[config.mk]
export PLATFORM = sky130hd
export DESIGN_NAME = mouse_bounds_ctl
export DESIGN_NICKNAME = d
export VERILOG_FILES = /design/src/rtl/mouse_bounds_ctl.sv
export SDC_FILE = /design/constraint.sdc
export NUM_CORES = 1
export LEC_CHECK = 0
export ABC_AREA = 0
export CAP_MARGIN = 5
export CORE_UTILIZATION = 30
export DETAILED_ROUTE_END_ITERATION = 10
export PLACE_DENSITY = 0.62
export SLEW_MARGIN = 20
export SYNTH_ARGS = -nofsm -noshare
export SYNTH_HDL_FRONTEND = slang
export SYNTH_SLANG_ARGS = --single-unit
[constraint.sdc]
create_clock -name pclk -period 3.8 [get_ports pclk]
set_clock_uncertainty 0.15 [all_clocks]
set_input_delay 0.76 -clock pclk [delete_from_list [all_inputs] [get_ports pclk]]
set_output_delay 0.76 -clock pclk [all_outputs]
set_load 0.02 [all_outputs]
[src/rtl/mouse_bounds_ctl.sv]
// Mouse bound/position programmer with runtime re-configuration,
// re-centre requests and a registered clamp of the live cursor position.
module mouse_bounds_ctl #(
    parameter int W          = 12,
    parameter int MAX_X      = 1023,
    parameter int MAX_Y      = 767,
    parameter int STROBE_LEN = 4,
    parameter int GAP_LEN    = 2
) (
    input  logic         pclk,
    input  logic         rst,
    input  logic         cfg_req,
    input  logic [W-1:0] cfg_max_x,
    input  logic [W-1:0] cfg_max_y,
    input  logic         recenter_req,
    input  logic [W-1:0] xpos_in,
    input  logic [W-1:0] ypos_in,
    output logic         setmax_x,
    output logic         setmax_y,
    output logic         setx,
    output logic         sety,
    output logic [W-1:0] value,
    output logic         busy,
    output logic         cfg_done,
    output logic         cfg_err,
    output logic [W-1:0] xpos_out,
    output logic [W-1:0] ypos_out
);

    typedef enum logic [2:0] {
        IDLE,
        WMAXX,
        WMAXY,
        WPOSX,
        WPOSY,
        DONE
    } state_t;

    localparam int SEQ = STROBE_LEN + GAP_LEN;
    localparam int PW  = (SEQ > 2) ? $clog2(SEQ) : 1;

    state_t        state;
    state_t        state_nxt;
    logic [PW-1:0] phase;
    logic          run;
    logic          pend_cfg;
    logic          pend_ctr;
    logic [W-1:0]  act_max_x;
    logic [W-1:0]  act_max_y;
    logic [W-1:0]  shd_x;
    logic [W-1:0]  shd_y;
    logic [W-1:0]  value_nxt;
    logic          phase_last;
    logic          strobe_on;
    logic          cfg_ok;
    logic          enter_maxx;
    logic          enter_posx;

    assign phase_last = (phase == PW'(SEQ - 1));
    assign strobe_on  = (phase < PW'(STROBE_LEN));
    assign cfg_ok     = cfg_req && (cfg_max_x != '0) && (cfg_max_y != '0);

    // value is loaded on state entry; WMAXX shows the bounds committed that edge
    always_comb begin
        state_nxt = state;
        value_nxt = value;
        unique case (state)
            IDLE: begin
                if (run && pend_cfg) begin
                    state_nxt = WMAXX;
                    value_nxt = shd_x;
                end else if (run && pend_ctr) begin
                    state_nxt = WPOSX;
                    value_nxt = act_max_x >> 1;
                end
            end
            WMAXX: begin
                if (phase_last) begin
                    state_nxt = WMAXY;
                    value_nxt = act_max_y;
                end
            end
            WMAXY: begin
                if (phase_last) begin
                    state_nxt = WPOSX;
                    value_nxt = act_max_x >> 1;
                end
            end
            WPOSX: begin
                if (phase_last) begin
                    state_nxt = WPOSY;
                    value_nxt = act_max_y >> 1;
                end
            end
            WPOSY: begin
                if (phase_last) state_nxt = DONE;
            end
            DONE:    state_nxt = IDLE;
            default: state_nxt = IDLE;
        endcase
    end

    assign enter_maxx = (state == IDLE) && (state_nxt == WMAXX);
    assign enter_posx = (state == IDLE) && (state_nxt == WPOSX);

    // run holds the FSM in IDLE for one full cycle after reset release
    always_ff @(posedge pclk or posedge rst) begin
        if (rst) begin
            state <= IDLE;
            phase <= '0;
            run   <= 1'b0;
            value <= '0;
        end else begin
            state <= state_nxt;
            run   <= 1'b1;
            value <= value_nxt;
            if (state_nxt != state || state == IDLE) phase <= '0;
            else                                     phase <= phase + PW'(1);
        end
    end

    // A request arriving on the same edge as a commit wins over the clear
    always_ff @(posedge pclk or posedge rst) begin
        if (rst) begin
            act_max_x <= W'(MAX_X);
            act_max_y <= W'(MAX_Y);
            shd_x     <= W'(MAX_X);
            shd_y     <= W'(MAX_Y);
            pend_cfg  <= 1'b1;
            pend_ctr  <= 1'b0;
            cfg_err   <= 1'b0;
        end else begin
            cfg_err <= cfg_req && !cfg_ok;
            if (enter_maxx) begin
                act_max_x <= shd_x;
                act_max_y <= shd_y;
            end
            if (cfg_ok) begin
                shd_x    <= cfg_max_x;
                shd_y    <= cfg_max_y;
                pend_cfg <= 1'b1;
            end else if (enter_maxx) begin
                pend_cfg <= 1'b0;
            end
            if (recenter_req)                  pend_ctr <= 1'b1;
            else if (enter_maxx || enter_posx) pend_ctr <= 1'b0;
        end
    end

    always_ff @(posedge pclk or posedge rst) begin
        if (rst) begin
            xpos_out <= '0;
            ypos_out <= '0;
        end else begin
            xpos_out <= (xpos_in > act_max_x) ? act_max_x : xpos_in;
            ypos_out <= (ypos_in > act_max_y) ? act_max_y : ypos_in;
        end
    end

    assign setmax_x = (state == WMAXX) && strobe_on;
    assign setmax_y = (state == WMAXY) && strobe_on;
    assign setx     = (state == WPOSX) && strobe_on;
    assign sety     = (state == WPOSY) && strobe_on;
    assign busy     = (state != IDLE);
    assign cfg_done = (state == DONE);

endmodule

==> results.cfg <==
[final_layout]
nNetsFinal = 603
antenna_cells = 0
drive_gt1_share_pct = 26.04
synthToLayoutAreaGrowth_pct = 30.03

[drt]
via_count = 3624
routed_wl_um = 11950
drc = 0
via_per_inst = 4.858
first_pass_iters = 4
drt_iter0_drc = 131
detail_route.wl_per_cell_um = 16.01
ant_nets = 0

[pwr]
p_int_w = 0.003273
power_density_nw_per_um2 = 807.5
swShare_pct = 36.76
leakage_nw = 2.767
p_switching_w = 0.001903
pwr-share-seq_pct = 36.5
vdd_ir_drop_max_mv = 0.2832
power.share.combinational_pct = 44.0
clockPowerShare_pct = 19.4

[global_routing]
grt_max_degree = 49
overflow = 0
grt_use_total_pct = 15.16
grt_pass1_wl_um = 19350
grt_pass1_vias = 3565
antenna_found_initial = 0

[synth]
synth_nets = 511
synth-seq-area-share_pct = 48.72
avgSynthCellArea_um2 = 11.38
ys.flop_type = dfrtp_1
synth.cell_area_um2 = 4928
synth_area_leader_cell = dfrtp_1
synth-seq-cells = 94
yosysMostFrequentCell = mux2_2
yosysUniqueCellTypes = 41
synth_edf_count = 0
ys_async_sr_fraction_pct = 100.0
synthTopCellsByCount = 70 x mux2_2, 55 x dfrtp_1, 39 x dfstp_2
yosys.area.top_type_share_pct = 27.93
netlist_top_cells_area = dfrtp_1 28%, dfstp_2 21%, mux2_2 16%, ha_1 6.6%, nand2_1 2.7%
yosys_warnings = 0
synthCells = 433

[place]
gp_congestion = 0.8432
numPortBuffers = 94
dp_hpwl_um = 9051

[timing]
worstMarginPinSlew_ps = 861.9
finalSetupTns_ps = 0
period_share_pct = 83.55
grt_setup_unrepaired = false
slew_headroom_pct = 42.54
finalMaxSlewViolations = 0
final.min_clock_period_ps = 3175
hold_ws_ps = 320.5
hold_viol_final = 0
timing.fmax_mhz = 315.0
final-setup-viol-count = 0

[clock_tree]
cts_tree = built
h-tree-depth = 3
numCtsBuffers = 9
insertion_delay_ps = 350
cts_setup_buffers = 0
cts_root_buf = clkbuf_16
cts_buffer_depth = 2
cts.sinks = 94
cts_hold_buf = 0
cts.clk_slew.worst_paths_ps = 60
cts-resized-gates = 0

[critical_path]
max_stage_delay_ps = 640
cp_slowest_cell = dfrtp_1
worstSetupEndpointType = primary output
crit_chain = inv_1, nand2_1, nor3_1, clkdlybuf4s50_1
reg2reg_from = act_max_x[1]
reg2regPathDepth = 7
crit_required_ps = 2890
reg2reg_to = xpos_out[11]
reg2reg_slack_ps = 1130
crit_type = flop to primary output
worstPathBufferInverterCount = 2
path_delay_family = buffers and inverters
critPathMaxFanout = 17
worst_setup_path_start_kind = flop
crit_arrival_ps = 2270

[min_path]
holdPathStages = 1
hp-start = phase[0]
hold_end = phase[0]
hp-class = flop to flop

[die]
die_area_um2 = 16940
row_count = 46
die_h_um = 130.2
ios = 95
start_util_pct = 30.91
die_w_um = 130.2
core_um2 = 15940

[run_status]
status = finished, final reports clean

[job]
maxCapViolCount = 0
==> stage by stage <==
step	setup WS (ps)	cells	total power, W	cell area, µm²	util [%]
5_1_grt	444.3	746	0.005537	6409	40.20
6_report	624.9	746	0.005175	6409	40.20
3_3_place_gp	626.9	730	0.004149	6077	38.12
2_1_floorplan	505.9	433	0.003348	4928	-
3_5_place_dp	523.2	730	0.004210	6077	38.12
4_1_cts	639.6	746	0.005235	6409	40.20
==> layout by cell type, fill, tap and decap left out, types with 2 or more instances in the layout <==
cell type and n:
dfstp_2 39, mux2_1 2, inv_1 32, a31oi_1 5, mux2_2 70, o211ai_1 3
nand2_1 35, a21o_1 12, a21oi_1 22, a211o_1 2, buf_4 7, nand3_1 4
nor2_1 28, nor3_1 7, nor4_1 7, a31oi_2 2, nand2b_1 3, dfrtp_1 55
nor2b_1 3, bufinv_16 2, clkdlybuf4s50_1 94, clkbuf_16 9, nand4_1 6, o21ai_0 6
mux2i_1 10, a2bb2oi_1 10, a311oi_1 10, ha_1 26
==> layer usage <==
layer	track usage [%]	share of wire (%)
met3	3.567	5.5
met2	23.28	46
met5	0	0
met4	4.309	0.75
met1	21.19	48
==> state kept, by name, indices dropped and copies added, names as in the netlist <==
register and cells:
act_max_x 12, act_max_y 12, shd_x 12, shd_y 12, value 12, xpos_out 12, ypos_out 12, phase 3
state 3, cfg_err 1, pend_cfg 1, pend_ctr 1, run 1
==> kinds of logic after synthesis <==
kind of cell / share of synthesized area [%]
other cells: 0.07609
simple gates: 9.267
compound gates: 11.40
fa+ha+maj: 6.601
buf+inv: 5.280
xor+xnor: 0.1777
flops: 48.72
mux: 18.48
==> final cells by class <==
cell class / count / area (µm²)
Clock buffer: 11 / 242.7
Timing Repair Buffer: 102 / 1013
Clock inverter: 5 / 88.84
Inverter: 33 / 125.1
Fill cell: 1567 / 9534
Multi-Input combinational cell: 285 / 2267
Tap cell: 216 / 270.3
Sequential cell: 94 / 2401
==> power by group through the flow <==
stage | clock [W] | sequential, W | combinational (W)
floorplan | 0 | 0.00195 | 0.00140
global placement | 0 | 0.00191 | 0.00224
detailed placement | 0 | 0.00192 | 0.00230
CTS | 0.00103 | 0.00190 | 0.00230
global route | 0.00107 | 0.00195 | 0.00251
finish | 0.00101 | 0.00189 | 0.00228
==> how the worst max path moves through the flow <==
stage | from | to | slack [ps] | cells past startpoint
after detailed placement | xpos_in[1] | xpos_out[11] | 520 | 7
final | state[2] | setx | 620 | 4
after CTS | state[2] | setmax_y | 640 | 4
after global routing | state[2] | setx | 440 | 4
after floorplan | rst | act_max_x[10] | 510 | 1
after global placement | xpos_in[1] | xpos_out[5] | 630 | 7
No activity file was read; power rests on OpenSTA's default activity.
